[config.mk]
export PLATFORM = sky130hd
export DESIGN_NAME = muldiv_issue_ctrl_flat
export DESIGN_NICKNAME = d
export VERILOG_FILES = /design/src/rtl/muldiv_pkg.sv /design/src/rtl/muldiv_issue_ctrl_if.sv /design/src/rtl/muldiv_issue_ctrl_cmd_fifo.sv /design/src/rtl/muldiv_issue_ctrl.sv /design/src/flat_wrapper.sv
export SDC_FILE = /design/constraint.sdc
export NUM_CORES = 1
export LEC_CHECK = 0
export CAP_MARGIN = 20
export CORE_MARGIN = 8
export CORE_UTILIZATION = 53
export CTS_BUF_LIST = sky130_fd_sc_hd__clkbuf_4
export DETAILED_ROUTE_END_ITERATION = 10
export PLACE_DENSITY = 0.89
export SYNTH_ARGS = -nofsm -noshare
export SYNTH_HDL_FRONTEND = slang
export SYNTH_SLANG_ARGS = --single-unit
[constraint.sdc]
create_clock -name clock -period 9.2 [get_ports clock]
set_input_delay 0.92 -clock clock [delete_from_list [all_inputs] [get_ports clock]]
set_output_delay 0.92 -clock clock [all_outputs]
set_load 0.02 [all_outputs]
[src/rtl/muldiv_pkg.sv]
// Shared types and constants for the mul/div issue controller.
// Imported by the interface, the command queue and the top.
package muldiv_pkg;

    localparam int RES_W = 64;

    typedef enum logic [1:0] {
        ST_IDLE  = 2'd0,
        ST_ISSUE = 2'd1,
        ST_WAIT  = 2'd2,
        ST_RESP  = 2'd3
    } state_t;

    typedef enum logic [1:0] {
        ERR_OK   = 2'b00,
        ERR_DIV0 = 2'b01,
        ERR_TMO  = 2'b10
    } err_t;

    localparam logic OP_MUL = 1'b0;
    localparam logic OP_DIV = 1'b1;

    function automatic logic [RES_W-1:0] sext64(input logic [31:0] v);
        return {{32{v[31]}}, v};
    endfunction

endpackage

[src/rtl/muldiv_issue_ctrl_if.sv]
// Request, core and response buses of the mul/div issue controller.
// slave = controller side, master = datapath/core/consumer side.
interface muldiv_issue_ctrl_if
    import muldiv_pkg::*;
#(
    parameter int TAG_W = 4
);
    logic             req_valid;
    logic             req_ready;
    logic [31:0]      req_op1;
    logic [31:0]      req_op2;
    logic             req_muordi;
    logic [TAG_W-1:0] req_tag;

    logic             core_start;
    logic [31:0]      core_opera1;
    logic [RES_W-1:0] core_opera2;
    logic             core_muordi;
    logic             core_valid;
    logic [RES_W-1:0] core_result;

    logic             rsp_valid;
    logic             rsp_ready;
    logic [RES_W-1:0] rsp_result;
    logic [TAG_W-1:0] rsp_tag;
    logic [1:0]       rsp_err;
    logic             busy;

    modport slave (
        input  req_valid, req_op1, req_op2, req_muordi, req_tag,
        output req_ready,
        output core_start, core_opera1, core_opera2, core_muordi,
        input  core_valid, core_result,
        output rsp_valid, rsp_result, rsp_tag, rsp_err,
        input  rsp_ready,
        output busy
    );

    modport master (
        output req_valid, req_op1, req_op2, req_muordi, req_tag,
        input  req_ready,
        input  core_start, core_opera1, core_opera2, core_muordi,
        output core_valid, core_result,
        input  rsp_valid, rsp_result, rsp_tag, rsp_err,
        output rsp_ready,
        input  busy
    );

endinterface

[src/rtl/muldiv_issue_ctrl_cmd_fifo.sv]
// Command queue: small synchronous FIFO, power-of-2 depth.
// Extra pointer MSB tells full from empty.
module cmd_fifo
    import muldiv_pkg::*;
#(
    parameter int DEPTH = 2,
    parameter int WIDTH = 69
) (
    input  logic             clock,
    input  logic             reset,
    input  logic             i_push,
    input  logic [WIDTH-1:0] i_data,
    input  logic             i_pop,
    output logic [WIDTH-1:0] o_data,
    output logic             o_full,
    output logic             o_empty
);
    localparam int AW = $clog2(DEPTH);
    localparam logic [AW:0] PTR_ONE = {{AW{1'b0}}, 1'b1};

    logic [WIDTH-1:0] r_mem [DEPTH];
    logic [AW:0]      r_wptr;
    logic [AW:0]      r_rptr;
    logic             w_push;
    logic             w_pop;

    assign w_push  = i_push & ~o_full;
    assign w_pop   = i_pop & ~o_empty;
    assign o_empty = (r_wptr == r_rptr);
    assign o_full  = (r_wptr[AW] != r_rptr[AW]) &&
                     (r_wptr[AW-1:0] == r_rptr[AW-1:0]);
    assign o_data  = r_mem[r_rptr[AW-1:0]];

    // Read/write pointers advance on accepted push/pop.
    always_ff @(posedge clock or posedge reset) begin
        if (reset) begin
            r_wptr <= '0;
            r_rptr <= '0;
        end else begin
            if (w_push) r_wptr <= r_wptr + PTR_ONE;
            if (w_pop)  r_rptr <= r_rptr + PTR_ONE;
        end
    end

    // Entry storage; contents are don't-care until pushed.
    always_ff @(posedge clock) begin
        if (w_push) r_mem[r_wptr[AW-1:0]] <= i_data;
    end

endmodule

[src/rtl/muldiv_issue_ctrl.sv]
// Issue front-end and result collector for the shift-add mul/div core.
// One operation in flight; responses return in request order.
module muldiv_issue_ctrl
    import muldiv_pkg::*;
#(
    parameter int DEPTH   = 2,
    parameter int TAG_W   = 4,
    parameter int TIMEOUT = 63
) (
    input logic               clock,
    input logic               reset,
    muldiv_issue_ctrl_if.slave bus
);
    localparam int ENT_W = 65 + TAG_W;
    localparam logic [7:0] TMO_LIM = TIMEOUT[7:0];

    state_t           r_state;
    state_t           w_state_nxt;
    logic [31:0]      r_op1;
    logic [31:0]      r_op2;
    logic             r_muordi;
    logic [TAG_W-1:0] r_tag;
    logic [RES_W-1:0] r_result;
    err_t             r_err;
    logic [7:0]       r_timer;

    logic             w_push;
    logic             w_pop;
    logic             w_full;
    logic             w_empty;
    logic [ENT_W-1:0] w_in;
    logic [ENT_W-1:0] w_head;
    logic [31:0]      w_h_op1;
    logic [31:0]      w_h_op2;
    logic             w_h_muordi;
    logic [TAG_W-1:0] w_h_tag;
    logic             w_div0;
    logic             w_done_ok;
    logic             w_done_tmo;

    assign w_in = {bus.req_op1, bus.req_op2, bus.req_muordi, bus.req_tag};

    assign w_h_op1    = w_head[ENT_W-1 -: 32];
    assign w_h_op2    = w_head[TAG_W+1 +: 32];
    assign w_h_muordi = w_head[TAG_W];
    assign w_h_tag    = w_head[TAG_W-1:0];

    assign bus.req_ready = ~w_full & ~reset;
    assign w_push        = bus.req_valid & bus.req_ready;

    cmd_fifo #(
        .DEPTH (DEPTH),
        .WIDTH (ENT_W)
    ) u_fifo (
        .clock   (clock),
        .reset   (reset),
        .i_push  (w_push),
        .i_data  (w_in),
        .i_pop   (w_pop),
        .o_data  (w_head),
        .o_full  (w_full),
        .o_empty (w_empty)
    );

    // State register.
    always_ff @(posedge clock or posedge reset) begin
        if (reset) r_state <= ST_IDLE;
        else       r_state <= w_state_nxt;
    end

    // Next state, pop and completion decode.
    always_comb begin
        w_state_nxt = r_state;
        w_pop       = 1'b0;
        w_div0      = 1'b0;
        w_done_ok   = 1'b0;
        w_done_tmo  = 1'b0;
        unique case (r_state)
            ST_IDLE: begin
                if (!w_empty) begin
                    w_pop = 1'b1;
                    if (w_h_muordi == OP_DIV && w_h_op2 == '0) begin
                        w_div0      = 1'b1;
                        w_state_nxt = ST_RESP;
                    end else begin
                        w_state_nxt = ST_ISSUE;
                    end
                end
            end
            ST_ISSUE: w_state_nxt = ST_WAIT;
            ST_WAIT: begin
                if (bus.core_valid) begin
                    w_done_ok   = 1'b1;
                    w_state_nxt = ST_RESP;
                end else if (r_timer == TMO_LIM) begin
                    w_done_tmo  = 1'b1;
                    w_state_nxt = ST_RESP;
                end
            end
            ST_RESP: begin
                if (bus.rsp_ready) w_state_nxt = ST_IDLE;
            end
            default: w_state_nxt = ST_IDLE;
        endcase
    end

    // Issue register, result capture and WAIT timer.
    always_ff @(posedge clock or posedge reset) begin
        if (reset) begin
            r_op1    <= '0;
            r_op2    <= '0;
            r_muordi <= 1'b0;
            r_tag    <= '0;
            r_result <= '0;
            r_err    <= ERR_OK;
            r_timer  <= '0;
        end else begin
            if (w_pop) begin
                r_op1    <= w_h_op1;
                r_op2    <= w_h_op2;
                r_muordi <= w_h_muordi;
                r_tag    <= w_h_tag;
            end
            unique case (1'b1)
                w_div0: begin
                    r_result <= '0;
                    r_err    <= ERR_DIV0;
                end
                w_done_tmo: begin
                    r_result <= '0;
                    r_err    <= ERR_TMO;
                end
                w_done_ok: begin
                    r_result <= bus.core_result;
                    r_err    <= ERR_OK;
                end
                default: ;
            endcase
            if (r_state == ST_ISSUE)
                r_timer <= '0;
            else if (r_state == ST_WAIT)
                r_timer <= r_timer + 8'd1;
        end
    end

    assign bus.core_start  = (r_state == ST_ISSUE);
    assign bus.core_opera1 = r_op1;
    assign bus.core_opera2 = sext64(r_op2);
    assign bus.core_muordi = r_muordi;

    assign bus.rsp_valid  = (r_state == ST_RESP);
    assign bus.rsp_result = r_result;
    assign bus.rsp_tag    = r_tag;
    assign bus.rsp_err    = r_err;
    assign bus.busy       = (r_state != ST_IDLE) | ~w_empty;

endmodule

[src/flat_wrapper.sv]
// flat-port wrapper written by rule: the top's interface ports become plain ports
module muldiv_issue_ctrl_flat import muldiv_pkg::*;
#(
    parameter int DEPTH   = 2,
    parameter int TAG_W   = 4,
    parameter int TIMEOUT = 63
)
  (clock, reset, bus_req_valid, bus_req_op1, bus_req_op2, bus_req_muordi, bus_req_tag, bus_req_ready, bus_core_start, bus_core_opera1, bus_core_opera2, bus_core_muordi, bus_core_valid, bus_core_result, bus_rsp_valid, bus_rsp_result, bus_rsp_tag, bus_rsp_err, bus_rsp_ready, bus_busy);
  muldiv_issue_ctrl_if #(.TAG_W(TAG_W)) bus_i ();
  input logic clock;
  input logic reset;
  input wire logic [$bits(bus_i.req_valid)-1:0] bus_req_valid;
  input wire logic [$bits(bus_i.req_op1)-1:0] bus_req_op1;
  input wire logic [$bits(bus_i.req_op2)-1:0] bus_req_op2;
  input wire logic [$bits(bus_i.req_muordi)-1:0] bus_req_muordi;
  input wire logic [$bits(bus_i.req_tag)-1:0] bus_req_tag;
  output wire logic [$bits(bus_i.req_ready)-1:0] bus_req_ready;
  output wire logic [$bits(bus_i.core_start)-1:0] bus_core_start;
  output wire logic [$bits(bus_i.core_opera1)-1:0] bus_core_opera1;
  output wire logic [$bits(bus_i.core_opera2)-1:0] bus_core_opera2;
  output wire logic [$bits(bus_i.core_muordi)-1:0] bus_core_muordi;
  input wire logic [$bits(bus_i.core_valid)-1:0] bus_core_valid;
  input wire logic [$bits(bus_i.core_result)-1:0] bus_core_result;
  output wire logic [$bits(bus_i.rsp_valid)-1:0] bus_rsp_valid;
  output wire logic [$bits(bus_i.rsp_result)-1:0] bus_rsp_result;
  output wire logic [$bits(bus_i.rsp_tag)-1:0] bus_rsp_tag;
  output wire logic [$bits(bus_i.rsp_err)-1:0] bus_rsp_err;
  input wire logic [$bits(bus_i.rsp_ready)-1:0] bus_rsp_ready;
  output wire logic [$bits(bus_i.busy)-1:0] bus_busy;
  assign bus_i.req_valid = bus_req_valid;
  assign bus_i.req_op1 = bus_req_op1;
  assign bus_i.req_op2 = bus_req_op2;
  assign bus_i.req_muordi = bus_req_muordi;
  assign bus_i.req_tag = bus_req_tag;
  assign bus_req_ready = bus_i.req_ready;
  assign bus_core_start = bus_i.core_start;
  assign bus_core_opera1 = bus_i.core_opera1;
  assign bus_core_opera2 = bus_i.core_opera2;
  assign bus_core_muordi = bus_i.core_muordi;
  assign bus_i.core_valid = bus_core_valid;
  assign bus_i.core_result = bus_core_result;
  assign bus_rsp_valid = bus_i.rsp_valid;
  assign bus_rsp_result = bus_i.rsp_result;
  assign bus_rsp_tag = bus_i.rsp_tag;
  assign bus_rsp_err = bus_i.rsp_err;
  assign bus_i.rsp_ready = bus_rsp_ready;
  assign bus_busy = bus_i.busy;
  muldiv_issue_ctrl #(.DEPTH(DEPTH), .TAG_W(TAG_W), .TIMEOUT(TIMEOUT)) u_core (.clock(clock), .reset(reset), .bus(bus_i));
endmodule
==> results.txt <==
- Grouping stages by cell kind, the critical path spends the most delay in buffers and inverters.
- In this run the power spent charging and discharging nets is 1.992 mW.
* Number of buffers inserted by hold repair at cts: 0
* Worst Slack Setup Final: ~5.5 ns
- Final Instance Area: roughly 15000 sq um
* Number of instances in the synthesized netlist: 732
- Skew final: 0.05401 ns
- The H-tree was split into 3 levels.
- Initial Utilization: 0.5385
* Worst EP required: between 9 and 10 ns
* Fraction of power consumed by combinational cells: 0.414
- Clk slew on worst S/H paths: 0.06 ns
- Dividing the detail-routed via count by the number of cells gives 5.318.
- Number of core rows: 52
- The post-synthesis compound-gate area fraction is 0.1022.
* Final HPWL from detailed placement: ~19 mm
* Internal Pwr Total: approximately 3.3 mW
- Leftover overflow at the end of global routing: 0
- In the final layout, the share of cells above drive strength 1 is 0.1136.
- Relative slew slack: 0.3022
- Final sum of negative setup slack: 0 ns
* Warning count from the yosys run: 0
* Number of distinct library cell variants in the gate-level netlist after synthesis: 42
- For the pin with the worst max-slew slack, the measured transition is 1.047 ns.
* Number of buffers inserted during clock tree synthesis: 73
* Endpoint type of the worst setup path: register
* Largest family of logic cells by synthesized area: compound AO/OA/AOI/OAI gates
- Clock tree from TritonCTS: done
* Sequential standard cell area: 7876 sq um
- Layout overhead on the synthesized area: 36.95%
- After detailed routing, the number of remaining DRC violations is 0.
* Power Density: 357.8 nW/um^2
- Height of the die: 159.2 um
- Wires add up to 27.97 mm.
- Of the available clock period, the critical path in the final layout requires 0.4001.
* EDFF count, synth: roughly 140
* Share of the core filled with cells in the final layout: 0.7375
- At the later pin of the worst-skew pair, clock insertion delay measures between 0.6 and 0.7 ns.
* Total standard cell area after synthesis: about 11000 sq um
- First-pass GRT wire length: 43.90 mm
- Number of diodes: 0
- Max-cap violations in this run came to 0.
* RSZ-0062 raised after global routing: false
- Across the VDD grid, the largest voltage drop is 0.0002198 V.
- The number of antenna violations at the first check in global routing was 1.
* Portion of the post-synthesis area used by sequential elements: 0.7248
- The critical path in this run is classified as reg2reg.
- The most used flip-flop cell after synthesis is sky130_fd_sc_hd__dfrtp_1.
- The run finished with clean final reports.
* Combined area of the multi-input logic cells: 2557 sq um
* Pins Over Slew Limit: 0
- The worst setup path is launched from a register.
- Largest fanout of any net on the critical path: 107
* Mean instance size in the synthesized netlist: 14.84 sq um
- The pre-antenna-repair detailed-routing pass consisted of 7 iterations.
- CP bufs+invs: 3
* Share of synthesized cell area in and, or, nand and nor gates: 0.05126
- In the post-synthesis netlist, the biggest area contributors are sky130_fd_sc_hd__edfxtp_1, sky130_fd_sc_hd__dfrtp_1, sky130_fd_sc_hd__mux2i_1.
* Global placer's final weighted congestion: 0.8231
- The die covers 25330 sq um.
- The via count of the first global-routing pass is 7883.
- Leakage component of the power: around 6 nW
- Clock tree synthesis found a total of between 200 and 300 sinks.
- Fill cells in the final layout number about 1300.
* Switching share of power: 0.3742
* Cell taking the most area after synthesis: sky130_fd_sc_hd__edfxtp_1
- For this run, the slowest stage of the critical path takes 0.82 ns.
- In this run the deepest clock path goes through 3 buffers.
- 1st-iter DRT viols: approximately 520
- Including well taps, the total number of placed cells is around 1200.
- Fmax: 0.2717 GHz
- Clock tree synthesis selected as its root buffer the cell sky130_fd_sc_hd__clkbuf_4.
* Area of placed instances: 13920 sq um
- Share of power burned in the clock network: 0.200
* Worst setup slack before clock tree synthesis: 5.505 ns
- Setup-failing EPs final: 0
* IO buf count: 308
- Shortest period the worst path allows: 3.681 ns
* Endpoint arrival time on the critical path: 4.23 ns
* Placeable Area: 20170 sq um
- Area share of xor/xnor cells in the synthesized design: 0.006451
* Share of the synthesized area in the top cell type: 0.3815
- After detailed routing, the average wire length per cell comes to just over 20 um.
- CTS-repair resized insts: 0
- FF+latch count, synth: 287
- Number of nets with antenna violations after routing: 0
* Number of nets produced by synthesis: 876
- Routed via count: approximately 7300
* Final Hold Vio Count: 0
* WHS: about 0.48 ns
* Multiplexer fraction of the synthesized cell area: 0.06635
- Adder-cell share of the synthesized area: 0.006912
* Hold Crit Class: reg2reg
- Worst path most repeated cell: sky130_fd_sc_hd__buf_4
- Fraction of power consumed by sequential logic: 0.387
* Global router's overall resource usage: 0.2187
* Final net count: 1196
* Async set-reset flop share out of synthesis: 0.5192
* Die width: 159.2 um
- Crit-path cells: xor2_1, o21ai_4, buf_4, inv_1, a31oi_4, buf_4, a22o_1
- Critical path's slowest cell: sky130_fd_sc_hd__buf_4
- The completed layout was analyzed and its total power is 5.322 mW.
* Final Non-Filler Cells: 1379
- Maximum number of pins on one net before global-route repair: 108
* Total I/O pin count: 309
* Setup repair bufs after CTS: 0
-- path summary, 6_finish.rpt --
path | startpoint | to | slack, ns | cells after the start
min | u_core.bus.core_opera1[2] | u_core.bus.core_opera1[2] | 0.48 | 2
max | u_core.u_fifo.r_rptr[0] | u_core.bus.rsp_result[46] | 5.52 | 7
max in group asynchronous | reset | u_core.bus.rsp_result[17] | 6.99 | 3
min reg2reg | u_core.bus.core_opera1[2] | u_core.bus.core_opera1[2] | 0.48 | 2
max reg2reg | u_core.u_fifo.r_rptr[0] | u_core.bus.rsp_result[46] | 5.52 | 7
min in group asynchronous | reset | u_core.r_op2[12] | 0.78 | 2
-- cell families after synthesis --
family / after synthesis
AND/OR/NAND/NOR: 124
adder cells (fa/ha/maj): 6
multiplexers: 72
XOR/XNOR: 8
buffers and inverters: 76
AO/OA/AOI/OAI: 159
flip-flops: 287
-- Yosys cell counts (2+ instances only) --
cell / number
sky130_fd_sc_hd__nand2_1: 79
sky130_fd_sc_hd__o21ai_0: 75
sky130_fd_sc_hd__edfxtp_1: 138
sky130_fd_sc_hd__xnor2_1: 4
sky130_fd_sc_hd__buf_4: 33
sky130_fd_sc_hd__ha_1: 6
sky130_fd_sc_hd__mux2i_1: 72
sky130_fd_sc_hd__buf_1: 4
sky130_fd_sc_hd__nand3_1: 5
sky130_fd_sc_hd__a31oi_1: 2
sky130_fd_sc_hd__buf_6: 6
sky130_fd_sc_hd__nor3_1: 7
sky130_fd_sc_hd__a21oi_1: 4
sky130_fd_sc_hd__inv_1: 7
sky130_fd_sc_hd__nand4_1: 3
sky130_fd_sc_hd__buf_2: 2
sky130_fd_sc_hd__a22o_1: 66
sky130_fd_sc_hd__xor2_1: 4
sky130_fd_sc_hd__nor4b_1: 4
sky130_fd_sc_hd__clkbuf_1: 24
sky130_fd_sc_hd__nor2_1: 11
sky130_fd_sc_hd__nor4_1: 7
sky130_fd_sc_hd__or4b_1: 2
sky130_fd_sc_hd__dfrtp_1: 149
-- layer usage --
| layer | vias to the layer above | GRT usage | part of all wire |
|---|---|---|---|
| met5 | - | 0 | 0.00039 |
| met4 | 2 | 0.07290 | 0.022 |
| met3 | 49 | 0.08557 | 0.089 |
| met2 | 344 | 0.3658 | 0.49 |
| met1 | 3577 | 0.2544 | 0.39 |
| li1 | 3361 | - | - |
-- power groups by stage --
stage / clock network (mW) / logic, mW / registers [mW]
finish: 1.06 / 2.20 / 2.06
global route: 1.17 / 2.37 / 2.10
CTS: 1.10 / 2.23 / 2.06
detailed placement: 0 / 2.22 / 2.07
global placement: 0 / 2.14 / 2.06
floorplan: 0 / 0.999 / 2.33
-- layout by cell type (no fill, tap or decap), drive strengths merged, types with 3 or more instances in the layout --
cell,count
a21oi,4
a22o,66
a31oi,3
buf,6
clkbuf,104
clkdlybuf4s50,308
clkinv,24
dfrtp,149
edfxtp,138
ha,6
inv,8
mux2i,72
nand2,79
nand3,5
nand4,3
nor2,11
nor3,7
nor4,7
nor4b,4
o21ai,76
xnor2,4
xor2,4
-- layout make-up --
type,instances,share of cell area
Clock buffer,104,0.05249
Inverter,7,0.002103
Clock inverter,28,0.01018
Tap cell,270,0.02271
Multi-Input combinational cell,369,0.1719
Sequential cell,287,0.5295
Timing Repair Buffer,314,0.2111
-- worst register-to-register path: stages, from the launching register on --
cell,delay [ns]
sky130_fd_sc_hd__dfrtp_4,0.63
sky130_fd_sc_hd__xor2_1,0.28
sky130_fd_sc_hd__o21ai_4,0.62
sky130_fd_sc_hd__buf_4,0.82
sky130_fd_sc_hd__inv_1,0.22
sky130_fd_sc_hd__a31oi_4,0.21
sky130_fd_sc_hd__buf_4,0.55
sky130_fd_sc_hd__a22o_1,0.28
-- state kept, by name (all words and copies together) (netlist names), 4 cells and up --
signal                  flops
u_core.u_fifo.r_mem       138
u_core.r_timer              8
u_core.r_op2               32
u_core.bus.rsp_tag          4
u_core.bus.core_opera1     32
u_core.bus.rsp_result      64
Power figures use the tool's default switching activity.
